--- src/rtl/buffer_desalojo.sv ---
// buffer_desalojo: eviction / write-back buffer that sits in front of the L3 stage.
//   Evicted lines are queued in FIFO order. The oldest line is shown
//   combinationally on D_POP (show-ahead). A registered lookup finds the
//   youngest pending line whose address matches Search_Address.
// Ports:
//   CLK, Clear           clock; async active-high reset
//   D_PUSH               {valid, addr, data} from the level above
//   Pop                  consumer has taken the head entry this cycle
//   D_POP, Pop_Valid     head entry {addr, data}; valid flag (= !Empty)
//   Full, Empty, Count   occupancy
//   Search_Address       lookup key, sampled every cycle
//   Search_Hit/_Data     lookup result, one cycle later
//   Overflow, Underflow  sticky error flags for a dropped push or an empty pop

// Per-slot address comparator. It matches only when the slot holds a pending entry.
module buffer_desalojo_match #(
    parameter int ADDR_W = 24
) (
    input  logic              valid,
    input  logic [ADDR_W-1:0] entry_addr,
    input  logic [ADDR_W-1:0] search_addr,
    output logic              hit
);
    assign hit = valid && (entry_addr == search_addr);
endmodule

module buffer_desalojo #(
    parameter int DEPTH  = 8,
    parameter int ADDR_W = 24,
    parameter int DATA_W = 64
) (
    input  logic                         CLK,
    input  logic                         Clear,
    input  logic [ADDR_W+DATA_W:0]       D_PUSH,
    input  logic                         Pop,
    output logic [ADDR_W+DATA_W-1:0]     D_POP,
    output logic                         Pop_Valid,
    output logic                         Full,
    output logic                         Empty,
    output logic [$clog2(DEPTH+1)-1:0]   Count,
    input  logic [ADDR_W-1:0]            Search_Address,
    output logic                         Search_Hit,
    output logic [DATA_W-1:0]            Search_Data,
    output logic                         Overflow,
    output logic                         Underflow
);
    localparam int PTR_W = $clog2(DEPTH);
    localparam int CNT_W = $clog2(DEPTH+1);
    localparam int ENT_W = ADDR_W + DATA_W;

    typedef struct packed {
        logic [ADDR_W-1:0] addr;
        logic [DATA_W-1:0] data;
    } entry_t;

    entry_t             mem [DEPTH];
    logic [PTR_W-1:0]   rd_ptr, wr_ptr;
    logic [CNT_W-1:0]   count_q;

    logic               push_v, push_acc, pop_acc;
    entry_t             push_entry;
    logic [DEPTH-1:0]   slot_hit;
    logic               hit_c;
    logic [DATA_W-1:0]  data_c;

    assign push_v     = D_PUSH[ENT_W];
    assign push_entry = D_PUSH[ENT_W-1:0];

    assign Empty     = (count_q == '0);
    assign Full      = (count_q == CNT_W'(DEPTH));
    assign Count     = count_q;
    assign Pop_Valid = !Empty;
    assign D_POP     = Empty ? '0 : mem[rd_ptr];

    assign pop_acc  = Pop && !Empty;
    // A full buffer still takes a push when the head leaves in the same cycle.
    assign push_acc = push_v && (!Full || pop_acc);

    // Storage is not reset. Entries outside [rd_ptr, rd_ptr+count) are never observed.
    always_ff @(posedge CLK) begin
        if (push_acc) mem[wr_ptr] <= push_entry;
    end

    always_ff @(posedge CLK or posedge Clear) begin
        if (Clear) begin
            rd_ptr    <= '0;
            wr_ptr    <= '0;
            count_q   <= '0;
            Overflow  <= 1'b0;
            Underflow <= 1'b0;
        end else begin
            if (push_acc) wr_ptr <= wr_ptr + 1'b1;
            if (pop_acc)  rd_ptr <= rd_ptr + 1'b1;
            case ({push_acc, pop_acc})
                2'b10:   count_q <= count_q + 1'b1;
                2'b01:   count_q <= count_q - 1'b1;
                default: count_q <= count_q;
            endcase
            if (push_v && !push_acc) Overflow  <= 1'b1;
            if (Pop && Empty)        Underflow <= 1'b1;
        end
    end

    // Slot i is pending when its distance from rd_ptr is below count. The
    // comparison uses pre-edge state, so a slot being popped this cycle still
    // matches and a slot being written this cycle does not.
    for (genvar i = 0; i < DEPTH; i++) begin : g_slot
        logic [PTR_W-1:0] off;
        assign off = PTR_W'(i) - rd_ptr;
        buffer_desalojo_match #(.ADDR_W(ADDR_W)) u_match (
            .valid       (CNT_W'(off) < count_q),
            .entry_addr  (mem[i].addr),
            .search_addr (Search_Address),
            .hit         (slot_hit[i])
        );
    end

    // Walk from oldest to youngest. The last hit wins, so the result is the youngest match.
    always_comb begin
        logic [PTR_W-1:0] idx;
        hit_c  = 1'b0;
        data_c = '0;
        idx    = '0;
        for (int k = 0; k < DEPTH; k++) begin
            idx = rd_ptr + PTR_W'(k);
            if (slot_hit[idx]) begin
                hit_c  = 1'b1;
                data_c = mem[idx].data;
            end
        end
    end

    always_ff @(posedge CLK or posedge Clear) begin
        if (Clear) begin
            Search_Hit  <= 1'b0;
            Search_Data <= '0;
        end else begin
            Search_Hit  <= hit_c;
            Search_Data <= data_c;
        end
    end
endmodule
--- config.mk ---
export PLATFORM = sky130hd
export DESIGN_NAME = buffer_desalojo
export DESIGN_NICKNAME = d
export VERILOG_FILES = /design/src/rtl/buffer_desalojo.sv
export SDC_FILE = /design/constraint.sdc
export NUM_CORES = 2
export LEC_CHECK = 0
export BUFFER_PORTS_ARGS = -buffer_cell sky130_fd_sc_hd__buf_2
export CORE_MARGIN = 2
export CORE_UTILIZATION = 25
export DETAILED_ROUTE_END_ITERATION = 8
export SETUP_SLACK_MARGIN = 0.15
export SYNTH_ARGS = -nofsm -noshare
export SYNTH_HDL_FRONTEND = slang
export SYNTH_SLANG_ARGS = --single-unit
--- constraint.sdc ---
create_clock -name CLK -period 8.15 [get_ports CLK]
set_clock_uncertainty 0.15 [all_clocks]
set_input_delay 2.0375 -clock CLK [delete_from_list [all_inputs] [get_ports CLK]]
set_output_delay 2.0375 -clock CLK [all_outputs]
set_load 0.02 [all_outputs]
# Word-level counts from Yosys, hierarchy flattened
# Memories as Yosys holds them, arrays and structs flattened.
# Index checks and enable logic that the tools add are counted.
[op_classes]
add_sub_neg = 18
n_mul = 0
div_mod_pow = 0
n_lt_le_gt_ge = 16
n_eq_ne = 11
shifts = 0
muxes = 36
bitwise = 0
reduce_logical = 18
[op_table]
columns = ["cell", "count"]
rows = [
  ["64-bit two-way mux", 8],
  ["24-bit equality test", 8],
  ["88-bit two-way mux", 1],
  ["3-bit by 4-bit < comparator with 1-bit output", 8],
  ["3-bit by 4-bit < comparator with 1-bit output, second input constant", 8],
  ["1-bit binary-select mux with 3-bit select", 8],
  ["1-bit two-way mux", 18],
  ["3-bit adder, second input constant", 4],
  ["1-bit logical AND", 12],
  ["3-bit subtractor, first input constant", 4],
  ["4-bit one-hot mux with 2 select lines", 1],
  ["3-bit by 1-bit adder with 3-bit output, second input constant", 2],
  ["3-bit by 2-bit adder with 3-bit output, second input constant", 2],
  ["1-bit by 3-bit subtractor with 3-bit output, first input constant", 2],
  ["2-bit by 3-bit subtractor with 3-bit output, first input constant", 2],
  ["4-bit by 1-bit adder with 4-bit output, second input constant", 1],
  ["4-bit equality test, second input constant", 1],
  ["4-bit logical NOT", 1],
  ["4-bit by 1-bit subtractor with 4-bit output, second input constant", 1],
  ["1-bit logical NOT", 3],
  ["2-bit by 1-bit equality test with 1-bit output, second input constant", 1],
  ["2-bit equality test, second input constant", 1],
  ["2-bit nonzero test", 1],
  ["1-bit logical OR", 1],
]
[totals]
ff_bits = 77
latch_bits = 0
ramBits = 704
rom_bits = 0
elab_cells = 107
memories = 1
[mem_list]
columns = ["name", "words", "width", "rd", "rd_ports_with_merged_regs", "wr", "line", "rtl"]
rows = [
  ["mem", 8, 88, 16, 0, 1, "56", "entry_t mem [DEPTH];"],
]

# Longest topological paths before layout
[logic_depth]
ltp_word = 13
mapped_depth = 20
ltp_nobuf = 14

# Modules after synthesis
# From an unflattened synthesis, not the netlist that was laid out.
[hier_totals]
cells_unflattened = 3885
area_unflattened_um2 = 50390.8
[by_module_without_submodules]
columns = ["module", "instances", "cells_each", "area_per_inst_um2", "seq_area_each_um2"]
rows = [
  ["buffer_desalojo", 1, 3621, 48238.8, 23067.1],
  ["buffer_desalojo_match", 8, 33, 269.0, 0.0],
]

# Least setup slack after synthesis
# No wires, ideal clock.
[synth_timing]
path_type = "input -> register"
from = "input Pop"
to = "memory mem[0][0] (netlist name) (enable)"
arrival_time_ns = 8.437
t_required_ns = 7.358
path_slack_ns = -1.079
stages = 3
path_cell_list = "o21ai_0 or2_2 nor3_1"
[synth_via]
elab_chain_cells = 5
[synth_lines]
columns = ["element", "line", "rtl"]
rows = [
  ["start: declaration", "35", "input logic Pop,"],
  ["1-bit logical AND", "75", "assign pop_acc = Pop && !Empty;"],
  ["1-bit logical OR", "77", "assign push_acc = push_v && (!Full || pop_acc);"],
  ["1-bit logical AND", "77", ""],
  ["1-bit two-way mux", "81", "if (push_acc) mem[wr_ptr] <= push_entry;"],
  ["1-bit two-way mux (implied by the code)", "81", ""],
  ["end: declaration", "56", ""],
]
# Every way passes these cells.

# Worst setup path after layout
[layout_timing]
from = "register rd_ptr[1]"
to = "output D_POP[16]"
[layout_via]
elab_chain_cells = 2
[layout_lines]
columns = ["element", "line", "rtl"]
rows = [
  ["start: declaration", "57", "logic [PTR_W-1:0] rd_ptr, wr_ptr;"],
  ["start signal: assignment", "93", "if (pop_acc) rd_ptr <= rd_ptr + 1'b1;"],
  ["memory read 8 x 88 bit", "n/a", ""],
  ["88-bit two-way mux", "73", "assign D_POP = Empty ? '0 : mem[rd_ptr];"],
  ["end: declaration", "36", "output logic [ADDR_W+DATA_W-1:0] D_POP,"],
]
# Every way passes these cells.

==> impl_metrics.xml <==
<?xml version="1.0" encoding="UTF-8"?>
<metrics>
  <group name="clocking">
    <metric name="ctsHtreeMaxLevel" unit="">3</metric>
    <metric name="tritoncts" unit="">done</metric>
    <metric name="post-cts-setup-buffers" unit="">0</metric>
    <metric name="clock_insertion_delay_worst_skew" unit="ns">0.73</metric>
    <metric name="cts.hold.buffers_added" unit="">0</metric>
    <metric name="clock-root-buffer" unit="">sky130_fd_sc_hd__clkbuf_16</metric>
    <metric name="post_cts_resized" unit="">0</metric>
    <metric name="clock_tree.buffer_depth" unit="">3</metric>
    <metric name="cts_buffer_count" unit="">84</metric>
    <metric name="worst_setup_hold_path_clk_slew" unit="ns">0.07</metric>
    <metric name="clock_sink_count" unit="">781</metric>
  </group>
  <group name="drt">
    <metric name="final_antenna_net_count" unit="">0</metric>
    <metric name="detailroute.wirelength.met3" unit="um">15830</metric>
    <metric name="firstDrtPassIters" unit="">8</metric>
    <metric name="residual_drc_count" unit="">1</metric>
    <metric name="routed_via_density" unit="">5.649</metric>
    <metric name="initialDrtViolationCount" unit="">4479</metric>
    <metric name="detailroute.via_count" unit="">37780</metric>
    <metric name="totalWireLength" unit="um">179300</metric>
    <metric name="route.met2.wl" unit="um">86000</metric>
    <metric name="met1_length" unit="um">63100</metric>
    <metric name="maxUsedRoutingLayer" unit="">met5</metric>
    <metric name="wire_per_inst" unit="um">26.80</metric>
  </group>
  <group name="synthesis">
    <metric name="synth_ff_type" unit="">sky130_fd_sc_hd__edfxtp_1</metric>
    <metric name="synthesis.nets" unit="">4005</metric>
    <metric name="mean_syn_cell_area" unit="um2">13.00</metric>
    <metric name="netlist_instances" unit="">3871</metric>
    <metric name="yosysUniqueCellTypes" unit="">74</metric>
    <metric name="number_of_flops_mapped_to_enable_cells_by_yosys" unit="">704</metric>
    <metric name="synth_warnings" unit="">0</metric>
    <metric name="synthArstFlopShare" unit="%">9.859</metric>
    <metric name="post_synth_instance_area" unit="mm2">0.05034</metric>
    <metric name="ys_seq_elements" unit="">781</metric>
    <metric name="synth_sequential_area_ratio" unit="%">45.82</metric>
  </group>
  <group name="critical_path">
    <metric name="crit_family" unit="">buffers and inverters</metric>
    <metric name="worstSetupPathType" unit="">flip-flop to output pin</metric>
    <metric name="cp_data_arrival_time" unit="ns">4.94</metric>
    <metric name="worst_path_largest_cell_delay" unit="ns">0.81</metric>
    <metric name="cp_max_fo" unit="">152</metric>
    <metric name="worst_path_cell_trace" unit="">buf_4 -&gt; buf_4 -&gt; buf_12 -&gt; mux4_2 -&gt; nand2_1 -&gt; a21oi_1 -&gt; buf_2</metric>
    <metric name="cp_slowest_cell" unit="">sky130_fd_sc_hd__dfrtp_4</metric>
    <metric name="worstSetupStartpointType" unit="">flip-flop</metric>
    <metric name="cell_mode_on_critical_path" unit="">sky130_fd_sc_hd__buf_4</metric>
    <metric name="critPathBufInv" unit="">4</metric>
    <metric name="critPathCaptureType" unit="">output pin</metric>
    <metric name="worst_ep_required_time" unit="ns">5.96</metric>
  </group>
  <group name="global_routing">
    <metric name="largest_net_degree_at_the_start_of_global_routing" unit="">153</metric>
    <metric name="grt_pass1_wl" unit="um">257200</metric>
    <metric name="total_overflow_reported_by_the_global_router" unit="">0</metric>
    <metric name="grt_antenna_before_repair" unit="">63</metric>
    <metric name="vias_in_the_first_global_route" unit="">36920</metric>
    <metric name="grt_resource_usage_total" unit="%">16.93</metric>
  </group>
  <group name="final_layout">
    <metric name="post_route_non_filler_standard_cell_count" unit="">6688</metric>
    <metric name="number_of_filler_instances_in_the_final_layout" unit="">20100</metric>
    <metric name="seq_area" unit="mm2">0.02308</metric>
    <metric name="multi_input_comb_area" unit="mm2">0.02578</metric>
    <metric name="design.final.nets" unit="">4077</metric>
    <metric name="layout-drive-gt1-share" unit="%">27.99</metric>
    <metric name="synthToLayoutAreaGrowth" unit="%">13.81</metric>
  </group>
  <group name="run">
    <metric name="max-cap-violations" unit="">0</metric>
  </group>
  <group name="timing">
    <metric name="worstMarginPinSlew" unit="ns">1.209</metric>
    <metric name="drv_slew" unit="">0</metric>
    <metric name="post-route-min-period" unit="ns">7.124</metric>
    <metric name="timing.hold.ws" unit="ns">0.2995</metric>
    <metric name="timing.final.hold_violations" unit="">0</metric>
    <metric name="rsz0062_at_grt" unit="">false</metric>
    <metric name="worst_slew_margin_rel" unit="%">19.42</metric>
    <metric name="post-route-period-util" unit="%">87.41</metric>
    <metric name="timing.setup.tns" unit="ns">0</metric>
    <metric name="max_freq" unit="MHz">140.4</metric>
    <metric name="setup_viol_count_final" unit="">0</metric>
  </group>
  <group name="placed_design">
    <metric name="numPortBuffers" unit="">277</metric>
    <metric name="place.detailed.instances" unit="">6513</metric>
    <metric name="dpl.hpwl" unit="um">108700</metric>
    <metric name="place_congestion" unit="">0.9045</metric>
  </group>
  <group name="floorplanning">
    <metric name="io_pins" unit="">278</metric>
    <metric name="chipWidth" unit="um">452.7</metric>
    <metric name="die_h" unit="um">452.7</metric>
    <metric name="design.die.area" unit="mm2">0.2050</metric>
    <metric name="floorplan.initialDensity" unit="%">25.19</metric>
    <metric name="coreArea" unit="mm2">0.1999</metric>
    <metric name="std_cell_rows" unit="">164</metric>
  </group>
  <group name="status">
    <metric name="outcome" unit="">complete, but fails checks</metric>
    <metric name="violations" unit="">DRC</metric>
  </group>
  <group name="pwr">
    <metric name="ir_drop" unit="V">0.0004247</metric>
    <metric name="power_per_cell_area" unit="mW/mm2">445.8</metric>
    <metric name="power.static_leakage" unit="nW">19.67</metric>
  </group>
  <group name="min_path">
    <metric name="worstHoldPathType" unit="">flip-flop to flip-flop</metric>
  </group>
</metrics>
[cell type report]
type | count | area share [%]
Clock buffer | 99 | 3.785
Clock inverter | 56 | 1.210
Antenna cell | 20 | 0.08735
Tap cell | 2656 | 5.800
Timing Repair Buffer | 350 | 3.682
Multi-Input combinational cell | 2707 | 45.00
Sequential cell | 781 | 40.28
Inverter | 19 | 0.1550
[cells in the final DEF (no fill, tap or decap), types with 7 or more instances in the layout]
cell	Yosys	routed
sky130_fd_sc_hd__clkinv_4	0	7
sky130_fd_sc_hd__clkbuf_1	197	14
sky130_fd_sc_hd__nand4_1	73	73
sky130_fd_sc_hd__a21oi_1	256	256
sky130_fd_sc_hd__nor3_1	22	20
sky130_fd_sc_hd__diode_2	0	20
sky130_fd_sc_hd__mux2i_1	151	151
sky130_fd_sc_hd__o21ai_0	35	35
sky130_fd_sc_hd__clkinv_2	0	11
sky130_fd_sc_hd__buf_2	82	277
sky130_fd_sc_hd__clkbuf_16	0	84
sky130_fd_sc_hd__buf_12	0	14
sky130_fd_sc_hd__bufinv_16	0	10
sky130_fd_sc_hd__o211ai_1	13	13
sky130_fd_sc_hd__a31oi_1	14	13
sky130_fd_sc_hd__ha_1	17	16
sky130_fd_sc_hd__nor2_4	0	7
sky130_fd_sc_hd__and3_1	9	7
sky130_fd_sc_hd__xor2_1	190	190
sky130_fd_sc_hd__mux2_2	11	11
sky130_fd_sc_hd__a211oi_1	54	54
sky130_fd_sc_hd__edfxtp_1	704	704
sky130_fd_sc_hd__a22oi_1	11	11
sky130_fd_sc_hd__o31ai_1	48	48
sky130_fd_sc_hd__a311oi_1	20	20
sky130_fd_sc_hd__inv_1	16	13
sky130_fd_sc_hd__nor2_1	77	71
sky130_fd_sc_hd__mux4_2	562	562
sky130_fd_sc_hd__clkinv_1	0	11
sky130_fd_sc_hd__xnor2_1	10	10
sky130_fd_sc_hd__nor4_1	57	57
sky130_fd_sc_hd__o221ai_1	54	53
sky130_fd_sc_hd__dfrtp_1	77	74
sky130_fd_sc_hd__and2_1	55	53
sky130_fd_sc_hd__a221o_1	38	38
sky130_fd_sc_hd__clkinvlp_4	0	8
sky130_fd_sc_hd__a311oi_2	9	9
sky130_fd_sc_hd__nand3_1	73	72
sky130_fd_sc_hd__nand2_1	765	765
sky130_fd_sc_hd__buf_4	28	59
[cell families after synthesis]
kind of cell / count (synthesis) / synth area share (%)
adders and majority gates: 18 / 0.4623
and+or+nand+nor: 1153 / 9.994
AOI/OAI and AO/OA: 610 / 8.383
muxes: 724 / 28.39
xor gates and xnor gates: 202 / 3.544
DFF: 781 / 45.82
buffers and inverters: 383 / 3.403
[path summary, 6_finish.rpt]
check / start / endpoint / slack [ns] / cells past startpoint
worst max-delay path: rd_ptr[1] / D_POP[16] / 1.03 / 7
worst min-delay path: Overflow / Overflow / 0.30 / 1
worst max register to register: rd_ptr[1] / Search_Data[40] / 1.53 / 16
worst min register to register: Overflow / Overflow / 0.30 / 1
max in group asynchronous: Clear / rd_ptr[2] / 5.10 / 3
min in group asynchronous: Clear / Search_Data[36] / 1.28 / 2
[registers in the layout, indices dropped and copies added (netlist names)]
signal,flops
rd_ptr,3
Count,4
wr_ptr,3
mem,704
Search_Hit,1
Overflow,1
Underflow,1
Search_Data,64
[metrics by stage]
stage	instance area (um2)	util, %	power (mW)	setup WS, ns
6_report	57300	28.67	25.54	1.026
5_1_grt	57290	28.67	26.85	0.9974
4_1_cts	57240	28.64	25.45	1.036
3_5_place_dp	54380	27.21	21.43	1.577
3_3_place_gp	54380	27.21	21.25	1.571
2_1_floorplan	50350	-	16.97	1.290
[power breakdown]
group | leakage [nW] | switching [mW] | internal [mW] | total [mW]
clock network | 1.37 | 1.73 | 2.26 | 3.99
registers | 7.37 | 0.536 | 5.07 | 5.60
logic | 10.9 | 9.60 | 6.35 | 15.9
total | 19.7 | 11.9 | 13.7 | 25.5
[synth_stat cells (55+ instances only)]
library cell               count  area share, %
sky130_fd_sc_hd__a21oi_1     256            2.5
sky130_fd_sc_hd__and2_1       55           0.68
sky130_fd_sc_hd__buf_2        82           0.82
sky130_fd_sc_hd__clkbuf_1    197            1.5
sky130_fd_sc_hd__dfrtp_1      77            3.8
sky130_fd_sc_hd__edfxtp_1    704             42
sky130_fd_sc_hd__mux2i_1     151            3.0
sky130_fd_sc_hd__mux4_2      562             25
sky130_fd_sc_hd__nand2_1     765            5.7
sky130_fd_sc_hd__nand3_1      73           0.73
sky130_fd_sc_hd__nand4_1      73           0.91
sky130_fd_sc_hd__nor2_1       77           0.57
sky130_fd_sc_hd__nor4_1       57           0.71
sky130_fd_sc_hd__xor2_1      190            3.3
[layer usage]
layer / up-vias / track usage, %
met5: - / 0
met4: 30 / 12.59
met3: 616 / 3.509
met2: 2336 / 27.69
met1: 19250 / 19.60
li1: 15550 / -
Power figures use the tool's default switching activity.
